`src/rtl/axis_rr_arbiter.sv`:
```
// Round-robin AXI-Stream arbiter: merges PORTS input streams into one output stream
// through a single output register, holding the grant per packet or per beat.
module axis_rr_arbiter #(
    parameter int unsigned WIDTH    = 32,
    parameter int unsigned PORTS    = 4,
    parameter int unsigned PKT_MODE = 1
) (
    input  logic                   clk,
    input  logic                   rst,
    input  logic [PORTS-1:0]       port_en,
    input  logic [PORTS*WIDTH-1:0] s_rx_tdata,
    input  logic [PORTS-1:0]       s_rx_tvalid,
    input  logic [PORTS-1:0]       s_rx_tlast,
    output logic [PORTS-1:0]       s_rx_tready,
    output logic [WIDTH-1:0]       m_tx_tdata,
    output logic                   m_tx_tvalid,
    output logic                   m_tx_tlast,
    output logic [2:0]             m_tx_tid,
    input  logic                   m_tx_tready
);

    typedef enum logic {IDLE, ACTIVE} state_e;

    state_e             state_q, state_d;
    logic [2:0]         grant_q, grant_d;
    logic [2:0]         last_grant_q, last_grant_d;
    logic               out_valid_q, out_valid_d;
    logic [WIDTH-1:0]   out_data_q;
    logic               out_last_q;
    logic [2:0]         out_tid_q;

    logic               oready;
    logic [PORTS-1:0]   req;
    logic [PORTS-1:0]   req_rot;
    logic               sel_found;
    int unsigned        sel_off;
    logic [2:0]         sel_idx;
    logic               g_valid;
    logic               g_last;
    logic [WIDTH-1:0]   g_data;
    logic               accept;

    assign oready = ~out_valid_q | m_tx_tready;

    // Rotate requests so bit 0 is the port after last_grant; the lowest set bit wins.
    always_comb begin
        req       = s_rx_tvalid & port_en;
        req_rot   = PORTS'({req, req} >> (32'(last_grant_q) + 32'd1));
        sel_found = 1'b0;
        sel_off   = 0;
        for (int unsigned k = 0; k < PORTS; k++) begin
            if (!sel_found && req_rot[k]) begin
                sel_found = 1'b1;
                sel_off   = k;
            end
        end
        sel_idx = 3'((32'(last_grant_q) + 32'd1 + sel_off) % PORTS);
    end

    always_comb begin
        g_valid = 1'b0;
        g_last  = 1'b0;
        g_data  = '0;
        for (int unsigned i = 0; i < PORTS; i++) begin
            if (grant_q == 3'(i)) begin
                g_valid = s_rx_tvalid[i];
                g_last  = s_rx_tlast[i];
                g_data  = s_rx_tdata[i*WIDTH +: WIDTH];
            end
        end
    end

    always_comb begin
        state_d      = state_q;
        grant_d      = grant_q;
        last_grant_d = last_grant_q;
        s_rx_tready  = '0;
        accept       = 1'b0;
        case (state_q)
            IDLE: begin
                if (sel_found) begin
                    grant_d = sel_idx;
                    state_d = ACTIVE;
                end
            end
            ACTIVE: begin
                for (int unsigned i = 0; i < PORTS; i++) begin
                    if (grant_q == 3'(i)) begin
                        s_rx_tready[i] = oready;
                    end
                end
                accept = g_valid & oready;
                if (accept && ((PKT_MODE == 0) || g_last)) begin
                    state_d      = IDLE;
                    last_grant_d = grant_q;
                end
            end
            default: state_d = IDLE;
        endcase
    end

    always_comb begin
        out_valid_d = out_valid_q;
        if (accept) begin
            out_valid_d = 1'b1;
        end else if (m_tx_tready) begin
            out_valid_d = 1'b0;
        end
    end

    always_ff @(posedge clk or posedge rst) begin
        if (rst) begin
            state_q      <= IDLE;
            grant_q      <= '0;
            last_grant_q <= 3'(PORTS - 1);
            out_valid_q  <= 1'b0;
        end else begin
            state_q      <= state_d;
            grant_q      <= grant_d;
            last_grant_q <= last_grant_d;
            out_valid_q  <= out_valid_d;
        end
    end

    // Payload carries no reset; out_valid alone qualifies it.
    always_ff @(posedge clk) begin
        if (accept) begin
            out_data_q <= g_data;
            out_last_q <= g_last;
            out_tid_q  <= grant_q;
        end
    end

    assign m_tx_tdata  = out_data_q;
    assign m_tx_tvalid = out_valid_q;
    assign m_tx_tlast  = out_last_q;
    assign m_tx_tid    = out_tid_q;

endmodule

```
`config.mk`:
```
export PLATFORM = sky130hd
export DESIGN_NAME = axis_rr_arbiter
export DESIGN_NICKNAME = d
export VERILOG_FILES = /design/src/rtl/axis_rr_arbiter.sv
export SDC_FILE = /design/constraint.sdc
export NUM_CORES = 1
export LEC_CHECK = 0
export ABC_AREA = 1
export BUFFER_PORTS_ARGS = -buffer_cell sky130_fd_sc_hd__buf_2
export CORE_MARGIN = 5
export CORE_UTILIZATION = 42
export CTS_CLUSTER_DIAMETER = 120
export CTS_CLUSTER_SIZE = 14
export DETAILED_ROUTE_END_ITERATION = 16
export HOLD_SLACK_MARGIN = 0.12
export PLACE_DENSITY = 0.82
export SLEW_MARGIN = 15
export SYNTH_ARGS = -nofsm -noshare
export SYNTH_HDL_FRONTEND = slang
export SYNTH_SLANG_ARGS = --single-unit
export TNS_END_PERCENT = 10
```
`constraint.sdc`:
```
create_clock -name clk -period 2.3 [get_ports clk]
set_input_delay 0.115 -clock clk [delete_from_list [all_inputs] [get_ports clk]]
set_output_delay 0.115 -clock clk [all_outputs]
set_load 0.03 [all_outputs]
```
# Word-level counts from Yosys, hierarchy flattened
# Cells that the tools add are included.
dict set report totals {
  word_cells 59
  regBits 41
  inputBits 143
}
dict set report op_classes {
  n_eq_ne 3
  shift 1
  bitwise 5
  reduce_logical 11
  muxes 30
  add_sub_neg 2
}
# cell n
set ops {}
lappend ops {{32-bit 2-to-1 mux} 4}
lappend ops {{1-bit 2-to-1 mux} 22}
lappend ops {{8-bit by 3-bit >> shifter with 4-bit output} 1}
lappend ops {{4-bit AND} 1}
lappend ops {{2-bit equality test (second input constant)} 2}
lappend ops {{1-bit logical AND} 4}
lappend ops {{2-bit 2-to-1 mux} 2}
lappend ops {{4-bit 2-to-1 mux} 1}
lappend ops {{2-bit AND reduction} 2}
lappend ops {{2-bit by 1-bit adder with 3-bit output (second input constant)} 1}
lappend ops {{1-bit logical NOT} 3}
lappend ops {{3-bit logical NOT} 1}
lappend ops {{2-bit adder} 1}
lappend ops {{2-bit by 1-bit equality test with 1-bit output (second input constant)} 1}
lappend ops {{1-bit inverter} 2}
lappend ops {{1-bit case mux with 2 select lines} 1}
lappend ops {{2-bit nonzero test} 1}
lappend ops {{1-bit AND} 1}
lappend ops {{1-bit bitwise OR} 1}

# Logic depth before layout (Yosys ltp)
# Gate-level depths: netlist (run 1).
dict set report logic_depth {
  ltp_word 14
  ltp_mapped 13
  ltp_nobuf 12
}

# Least setup slack after synthesis (run 1)
# No wires, ideal clock.
dict set report synth_timing {
  kind {reg-to-reg}
  startpoint {register out_valid_q, in the netlist m_tx_tvalid}
  endpoint {register out_data_q[0], in the netlist m_tx_tdata[0], enable pin}
  period_less_slack_ns 2.004
  required_time_ns 1.922
  arrival_time_ns 1.626
  setup_time_ns 0.378
  slack_ns 0.296
  stages_incl_launch_ff 6
  cell_sequence {dfrtp_1 inv_1 o21ai_2 nor2_2 nand2_1 nand2_2}
}
dict set report synth_between {
  elab_chain_len 4
}
# item line
set synth_rtl {}
lappend synth_rtl {{from (decl)} 27} ;# logic out_valid_q, out_valid_d;
lappend synth_rtl {{from (signal assigned)} 121} ;# out_valid_q <= out_valid_d;
lappend synth_rtl {{1-bit inverter} 43} ;# assign oready = ~out_valid_q | m_tx_tready;
lappend synth_rtl {{1-bit bitwise OR} 43}
lappend synth_rtl {{1-bit AND} 92} ;# accept = g_valid & oready;
lappend synth_rtl {{1-bit 2-to-1 mux} 79} ;# case (state_q)
lappend synth_rtl {{named net accept} 41} ;# logic accept;
lappend synth_rtl {{to (signal assigned)} 128} ;# out_data_q <= g_data;
lappend synth_rtl {{to (decl)} 28} ;# logic [WIDTH-1:0] out_data_q;
# The timed path passes the listed nets, and every way through them passes these cells.
# A chain may end at the register's enable or synchronous reset.

# Worst setup path in the final report (run 1)
dict set report layout_timing {
  startpoint {register grant_q[0]}
  endpoint {register out_data_q[10], in the netlist m_tx_tdata[10], data pin}
}
dict set report layout_between {
  elab_chain_len 5
}
# item line
set layout_rtl {}
lappend layout_rtl {{from (decl)} 25} ;# logic [2:0] grant_q, grant_d;
lappend layout_rtl {{from (signal assigned)} 119} ;# grant_q <= grant_d;
lappend layout_rtl {{3-bit logical NOT} 65} ;# if (grant_q == 3'(i)) begin
lappend layout_rtl {{32-bit 2-to-1 mux (3 in series)} 65}
lappend layout_rtl {{32-bit 2-to-1 mux (*)} 65}
lappend layout_rtl {{named net g_data[10]} 40} ;# logic [WIDTH-1:0] g_data;
# The timed path passes the listed nets; every way through them passes the cells marked *.

==> flow_metrics.tcl, run 1 <==
set metrics [dict create \
    outcome "complete, no violations" \
    r2r.worst_path.cells 6 \
    grt_usage 0.217 \
    nets 645 \
    yosys.area.top_type "edfxtp_1" \
    ir_worst_vdd_uv 730 \
    post_cts_buffers 0 \
    finalSetupViolCount 0 \
    rows 28 \
    drtIter0Drc 146 \
    cts.sinks 41 \
    grt_pass1_wl_um 13400 \
    cp-start-kind "flip-flop" \
    nFillCells 500 \
    area_delta_synth_final_pct 50.5 \
    cp_max_fo 33 \
    cp.arrival_ns 2.30 \
    slew-limit-headroom 0.569 \
    hold_viol_final 0 \
    synth_area_leaders "edfxtp_1 40%, nand2_1 14%, nand3_1 7.1%" \
    maxCapViolations 0 \
    cts_buffer_depth 2 \
    drv_slew 0 \
    dieArea_sq_mm 0.00792 \
    wire_per_inst_um 16.0 \
    rsz0062_at_grt "false" \
    avgSynthCellArea_sq_um 8.70 \
    ant_nets 0 \
    cts_tree "yes" \
    cpPeakStageDelay_ns 0.58 \
    netlist-cell-type-count 32 \
    yosys_warnings 0 \
    p_per_area_mw_per_mm2 1460 \
    numCtsBuffers 5 \
    io-pin-count 184 \
    clock_latency_ns 0.29 \
    fp.dieH_um 89.0 \
    drive_gt1_frac 0.470 \
    vias 3039 \
    cp-end-kind "flip-flop" \
    portBuffers 182 \
    h-tree-depth 2 \
    setup-tns-final_ns 0 \
    synth_edf_count 35 \
    drt_pre_antenna_iters 4 \
    hp-class "input pin to flip-flop" \
    avgViaCountPerCell 5.27 \
    synth_top_area_frac 0.401 \
    start_util 0.437 \
    setup_ws_ns 0.150 \
    grt_overflow 0 \
    r2r-end "m_tx_tdata[10]" \
    async_flop_share 0.146 \
    place_congestion 0.831 \
    synth_area_sq_mm 0.00262 \
    fmax_mhz 465 \
    critical-path-slowest-cell "dlygate4sd3_1" \
    yosys-top-cells-count "96 x nand2_1, 37 x nand3_1, 35 x edfxtp_1, 19 x nand4_1, 17 x nor2_1" \
    synthFlopType "edfxtp_1" \
    worstHoldEndpoint "m_tx_tdata[8]" \
    fin_crit_sh 0.935 \
    pre_cts_slack_ns 0.391 \
    reg2reg_setup_slack_ns 0.15 \
    path_class "flip-flop to flip-flop" \
    drt_wl_total_um 9220 \
    period_minus_slack_ns 2.15 \
    crit_chain "inv_4 > nand2_2 > inv_2 > nand2_1 > nand4_1 > dlygate4sd3_1" \
    fin_worst_skew_ns 0.00787 \
    synth_nets 445 \
    die_x_um 89.0 \
    grt_pass1_vias 2938 \
    required_ns 2.45 \
    antenna_found_initial 0 \
    cts.reportedPaths.clkPinSlew_ns 0.08 \
    diodes 0 \
    clockRootBuffer "clkbuf_8" \
    fin_area_sq_mm 0.00394 \
    post_dp_cell_area_sq_mm 0.00356 \
    synth_cells 301 \
    post-synth-top-count-cell "nand2_1" \
    drc 0 \
    seq_area_frac_synth 0.459 \
    ys_seq_elements 41 \
    total_leakage_power_nw 1.86 \
    grt_max_degree 38 \
    hpwl_um 6640 \
    core_area_sq_mm 0.00599 \
    r2r-start "grant_q[0]" \
    whs_path_depth 3 \
    min_from "s_rx_tdata[8]" \
    worst_slew_pin_slew_ns 0.645 \
]
## metrics by stage
step / util / total power (W) / std cells / hold WS, ns
3_5_place_dp: 0.594 / 0.00493 / 544 / 0.0526
3_3_place_gp: 0.594 / 0.00484 / 544 / 0.0445
4_1_cts: 0.658 / 0.00577 / 577 / 0.120
6_report: 0.658 / 0.00576 / 577 / 0.129
5_1_grt: 0.658 / 0.00613 / 577 / 0.126
2_1_floorplan: - / 0.00405 / 301 / -0.0955
## critical path: cells and delay by family, from the launching register on
family | cells | cell delay (ns)
buffers and inverters | 3 | 1.19
and+or+nand+nor | 3 | 0.34
DFF | 1 | 0.46
## how the worst max path moves through the flow
stage | start | cells past startpoint | endpoint | slack (ns)
after floorplan | m_tx_tvalid | 5 | m_tx_tdata[0] | 0.30
after global placement | last_grant_q[0] | 11 | grant_q[1] | 0.48
after detailed placement | last_grant_q[0] | 11 | grant_q[1] | 0.39
after CTS | grant_q[1] | 6 | m_tx_tdata[3] | 0.08
after global routing | grant_q[1] | 6 | m_tx_tdata[3] | 0.06
final | grant_q[0] | 6 | m_tx_tdata[10] | 0.15
## metal layers
layer,share of wire,vias to the layer above,global-route usage
li1,-,1462,-
met3,0.11,16,0.0479
met1,0.35,1385,0.243
met2,0.52,176,0.411
met4,0.018,0,0.0582
met5,0,-,0
## placed cells by master, fill, tap and decap left out, types with 4 or more instances in the layout
| cell | netlist | routed |
|---|---|---|
| a21oi_1 | 15 | 15 |
| a221oi_1 | 4 | 4 |
| a221oi_2 | 9 | 9 |
| buf_2 | 8 | 182 |
| buf_4 | 2 | 4 |
| clkbuf_8 | 0 | 5 |
| dfrtp_1 | 4 | 4 |
| dlygate4sd3_1 | 0 | 25 |
| edfxtp_1 | 35 | 35 |
| inv_1 | 4 | 4 |
| inv_2 | 5 | 4 |
| nand2_1 | 96 | 96 |
| nand2_2 | 8 | 8 |
| nand3_1 | 37 | 37 |
| nand3_2 | 5 | 5 |
| nand4_1 | 19 | 19 |
| nor2_1 | 17 | 17 |
| o21ai_2 | 4 | 4 |
## state kept, by name (all words and copies together), names as in the netlist
name and cells:
m_tx_tlast 1, grant_q 2, state_q 1, m_tx_tid 2
last_grant_q 2, m_tx_tvalid 1, m_tx_tdata 32
## repair_timing
item / in CTS / in global routing
hold buffers: 25 / 0
endpoints found under the hold margin: 22 / 0
resized for setup: 0 / 2
endpoints found under the setup margin: 0 / 2
## kinds of logic (layout without fill, tap and decap cells)
| family | after synthesis | after routing | synth area share |
|---|---|---|---|
| flops | 41 | 41 | 0.459 |
| simple gates | 190 | 190 | 0.348 |
| xor+xnor | 2 | 2 | 0.00669 |
| buf+inv | 30 | 231 | 0.0640 |
| fa+ha+maj | 1 | 1 | 0.00477 |
| other cells | 1 | 1 | 0.00143 |
| compound gates | 36 | 36 | 0.116 |
## cell type report
type / instances / area (sq um) / share of cell area
Clock buffer: 5 / 68.8 / 0.0175
Multi-Input combinational cell: 230 / 1250 / 0.317
Inverter: 11 / 51.3 / 0.0130
Sequential cell: 41 / 1200 / 0.305
Tap cell: 75 / 93.8 / 0.0238
Clock inverter: 3 / 65.1 / 0.0165
Timing Repair Buffer: 212 / 1210 / 0.307
## power breakdown
group | internal, W | switching (W)
clock network | 0.000431 | 0.000251
logic | 0.00114 | 0.00232
registers | 0.00143 | 0.000184
total | 0.00300 | 0.00275
(Power assumes the default switching activity.)
==> run 2: changes to the inputs <==
Settings changed: CORE_ASPECT_RATIO set to 1.75.
==> flow_metrics.tcl, run 2 (synthesis results as in run 1) <==
set metrics [dict create \
    outcome "complete, no violations" \
    hpwl_um 6880 \
    area_delta_synth_final_pct 43.4 \
    dieArea_sq_mm 0.00798 \
    rsz0062_at_grt "false" \
    vias 3004 \
    grt_usage 0.216 \
    die_x_um 69.7 \
    cp_top_family "buffers and inverters" \
    final-seq-area_sq_mm 0.00120 \
    worst_slew_pin_slew_ns 0.678 \
    multi_input_area_sq_mm 0.00125 \
    p_per_area_mw_per_mm2 1440 \
    drt_wl_total_um 8840 \
    drtIter0Drc 245 \
    total_power_w 0.00539 \
    fp.dieH_um 114 \
    grt_max_degree 35 \
    cp_max_fo 20 \
    nets 632 \
    cp-end-kind "flip-flop" \
    path_buf_inv 3 \
    hold_viol_final 0 \
    utilization 0.613 \
    nFillCells 546 \
    drc 0 \
    crit_chain "nand2_4 > inv_2 > buf_6 > nand2_1 > nand4_1 > dlygate4sd3_1" \
    drive_gt1_frac 0.483 \
    fmax_mhz 478 \
    ant_nets 0 \
    drt_pre_antenna_iters 5 \
    start_util 0.427 \
    avgViaCountPerCell 5.30 \
    required_ns 2.45 \
    finalSetupViolCount 0 \
    cts.reportedPaths.clkPinSlew_ns 0.08 \
    cts_buffer_depth 2 \
    slew-limit-headroom 0.547 \
    fin_crit_sh 0.910 \
    diodes 0 \
    setup-tns-final_ns 0 \
    antenna_found_initial 0 \
    fin_worst_skew_ns 0.00972 \
    cts_tree "yes" \
    clock_latency_ns 0.29 \
    ir_worst_vdd_uv 930 \
    cp.arrival_ns 2.25 \
    wire_per_inst_um 15.6 \
    h-tree-depth 2 \
    critical-path-slowest-cell "dlygate4sd3_1" \
    hp-class "input pin to flip-flop" \
    rows 38 \
    clockRootBuffer "clkbuf_8" \
    drv_slew 0 \
    portBuffers 182 \
    total_leakage_power_nw 1.78 \
    cts.sinks 41 \
    grt_pass1_vias 3013 \
    numCtsBuffers 5 \
    core_area_sq_mm 0.00613 \
    largest_register_ffs 32 \
    io-pin-count 184 \
    path_class "flip-flop to flip-flop" \
    final_common_cell "buf_2" \
    place_congestion 0.939 \
    cp-start-kind "flip-flop" \
    grt_overflow 0 \
    maxCapViolations 0 \
    final_cell_mix "182 x buf_2, 96 x nand2_1, 37 x nand3_1, 35 x edfxtp_1, 19 x nand4_1" \
    period_minus_slack_ns 2.09 \
    cpPeakStageDelay_ns 0.55 \
    grt_pass1_wl_um 13800 \
]
run 2: metrics by stage:
step                instance area (sq um)  std cells  setup slack (ns)  hold slack [ns]
floorplan                            2620        301             0.296          -0.0955
global placement                     3570        550             0.470           0.0445
detailed placement                   3570        550             0.424           0.0509
CTS                                  3750        567             0.140            0.120
global route                         3760        567            0.0438            0.124
finish                               3760        567             0.207            0.124
run 2: tightest hold or removal path, delay by kind of cell:
| kind | cells | cell delay [ns] |
|---|---|---|
| buffers and inverters | 1 | 0.08 |
| and+or+nand+nor | 2 | 0.10 |
run 2: area by class of cell:
cell class	count	area share
clock inverter	1	0.00133
multi-input combinational	230	0.332
tap	80	0.0266
timing repair buffer	199	0.288
inverter	11	0.0130
clock buffer	5	0.0183
sequential	41	0.320
run 2: per-layer routing:
layer	share of wire	track usage	wire length (um)	vias to the layer above
met2	0.55	0.403	4840	155
met4	0.040	0.109	352	0
met3	0.080	0.0589	709	39
met1	0.33	0.216	2930	1377
met5	0	0	0	-
li1	-	-	-	1433
run 2: final timing paths:
| path | start | endpoint | slack [ns] | cells after the start |
|---|---|---|---|---|
| max in group asynchronous | rst | last_grant_q[0] | 1.76 | 3 |
| worst max-delay path | grant_q[1] | m_tx_tdata[13] | 0.21 | 6 |
| worst min-delay path | s_rx_tdata[14] | m_tx_tdata[14] | 0.12 | 3 |
| min in group asynchronous | rst | state_q | 0.28 | 3 |
| worst min register to register | last_grant_q[1] | last_grant_q[1] | 0.56 | 2 |
| worst max register to register | grant_q[1] | m_tx_tdata[13] | 0.21 | 6 |
run 2: timing repair:
item / CTS / global route
endpoints found under the setup margin: 0 / 1
gates resized for setup: 0 / 1
hold buffers: 11 / 0
setup buffers: 0 / 0
hold endpoints to repair: 14 / 0
run 2: where the power goes:
| group | total [W] | switching [W] | internal [W] |
|---|---|---|---|
| Combinational | 0.00335 | 0.00229 | 0.00106 |
| Sequential | 0.00161 | 0.000178 | 0.00143 |
| Clock | 0.000430 | 0.000231 | 0.000200 |
| Total | 0.00539 | 0.00270 | 0.00269 |
==> run 3: changes to the inputs <==
Settings changed: REMOVE_ABC_BUFFERS set to 1.
==> flow_metrics.tcl, run 3 (synthesis results as in run 1) <==
set metrics [dict create \
    setup_ws_ns 0.104 \
    ant_nets 0 \
    fin_crit_sh 0.955 \
    period_minus_slack_ns 2.20 \
    final-seq-area_sq_mm 0.00120 \
    hold_viol_final 0 \
    drt_wl_total_um 9840 \
    grt_overflow 0 \
    fmax_mhz 455 \
    cp-start-kind "flip-flop" \
    cp_max_fo 21 \
    h-tree-depth 2 \
    drive_gt1_frac 0.479 \
    r2r-start "grant_q[0]" \
    rows 38 \
    numCtsBuffers 5 \
    post_cts_buffers 0 \
    cts_buffer_depth 2 \
    cts_tree "yes" \
    nFillCells 549 \
    pwr-share-comb 0.607 \
    whs_path_depth 3 \
    vias 3155 \
    rsz0062_at_grt "false" \
    grt_max_degree 34 \
    finalSetupViolCount 0 \
    fp.dieH_um 114 \
    antenna_found_initial 0 \
    nets 638 \
    ir_worst_vdd_uv 1060 \
    p_sw_frac 0.495 \
    final_cell_mix "182 x buf_2, 96 x nand2_1, 37 x nand3_1, 35 x edfxtp_1, 19 x nand4_1" \
    maxCapViolations 0 \
    routedLengthMet1_um 3230 \
    cts.reportedPaths.clkPinSlew_ns 0.08 \
    p_int_w 0.00286 \
    largest_register_ffs 32 \
    dieArea_sq_mm 0.00798 \
    outcome "complete, no violations" \
    final_common_cell "buf_2" \
    grt_usage 0.234 \
    cts.sinks 41 \
    drtIter0Drc 263 \
    die_x_um 69.7 \
    grt_pass1_vias 3234 \
    core_area_sq_mm 0.00613 \
    pre_cts_slack_ns 0.347 \
    area_delta_synth_final_pct 46.9 \
    portBuffers 182 \
    dr.max_layer_used "met4" \
    power_frac_clock 0.103 \
    multi_input_area_sq_mm 0.00125 \
    wire_per_inst_um 17.1 \
    drv_slew 0 \
    wl_met3_um 827 \
    start_util 0.427 \
    grt_pass1_wl_um 14900 \
    total_leakage_power_nw 1.82 \
    cp.arrival_ns 2.34 \
    worstHoldEndpoint "m_tx_tdata[22]" \
    cp-end-kind "flip-flop" \
    min_from "s_rx_tdata[22]" \
    r2r.worst_path.cells 7 \
    fin_worst_skew_ns 0.00915 \
    drt_pre_antenna_iters 5 \
    io-pin-count 184 \
    avgViaCountPerCell 5.48 \
    wl_met2_um 5330 \
    switching_power_w 0.00280 \
    hp-class "input pin to flip-flop" \
    drc 0 \
    clock_latency_ns 0.28 \
    clockRootBuffer "clkbuf_8" \
    place_congestion 0.951 \
    seqPwrFrac 0.290 \
    path_class "flip-flop to flip-flop" \
    hpwl_um 7350 \
    p_per_area_mw_per_mm2 1470 \
    r2r-end "m_tx_tdata[0]" \
    fin_area_sq_mm 0.00385 \
    post_dp_cell_area_sq_mm 0.00356 \
    required_ns 2.45 \
    reg2reg_setup_slack_ns 0.10 \
]
## run 3: cell types whose count changed in the layout (fill, tap and decap cells not counted), moves of 2 or more
| cell | before | now |
|---|---|---|
| dlygate4sd3_1 | 11 | 16 |
| inv_2 | 5 | 3 |
| buf_4 | 4 | 7 |
| inv_4 | 1 | 3 |
## run 3: worst max path at each step
stage	startpoint	to	slack [ns]	depth (start not counted)
2_1_floorplan	grant_q[0]	m_tx_tdata[0]	-0.32	4
3_3_place_gp	last_grant_q[0]	grant_q[1]	0.45	11
3_5_place_dp	last_grant_q[0]	grant_q[1]	0.35	10
4_1_cts	grant_q[0]	m_tx_tdata[1]	0.14	7
5_1_grt	grant_q[0]	m_tx_tdata[0]	0.02	7
6_report	grant_q[0]	m_tx_tdata[0]	0.10	7
## run 3: metrics by stage
stage / utilization / hold WS, ns / TNS, ns / cells / total power (W)
detailed placement: 0.581 / 0.0573 / 0 / 551 / 0.00498
floorplan: - / -0.0955 / -12.01 / 282 / 0.00389
CTS: 0.626 / 0.120 / 0 / 575 / 0.00565
finish: 0.627 / 0.127 / 0 / 576 / 0.00566
global placement: 0.581 / 0.0505 / 0 / 551 / 0.00489
global route: 0.627 / 0.124 / 0 / 575 / 0.00600
## run 3: final cells by class
class / instances / area share
inverters: 11 / 0.0140
multi-input cells: 230 / 0.324
diodes: 1 / 0.000650
repair buffers: 205 / 0.292
flip-flops and latches: 41 / 0.313
well taps: 80 / 0.0260
clock inverters: 1 / 0.00780
clock buffers: 7 / 0.0224
## run 3: power by group through the flow
stage	logic (W)	clock network [W]	registers, W
after floorplan	0.00149	0	0.00240
after global placement	0.00325	0	0.00165
after detailed placement	0.00333	0	0.00165
after CTS	0.00341	0.000601	0.00164
after global routing	0.00369	0.000630	0.00168
final	0.00344	0.000584	0.00164
## run 3: repair_timing
action / 4_1_cts / 5_1_grt
hold buffers: 16 / 0
endpoints found under the setup margin: 0 / 2
gates resized for setup: 0 / 4
endpoints found under the hold margin: 17 / 0
## run 3: worst max-delay path, cell delays in order, from the launching register on
cell	delay (ns)
dfrtp_1	0.46
inv_4	0.13
nand2_2	0.08
inv_2	0.32
buf_4	0.29
nand2_1	0.10
nand4_1	0.09
dlygate4sd3_1	0.57
## run 3: routing by layer
metal  global-route usage  up-vias
met5                    0        -
met4                0.133        0
met3               0.0589       48
met2                0.449      209
met1                0.222     1453
li1                     -     1445
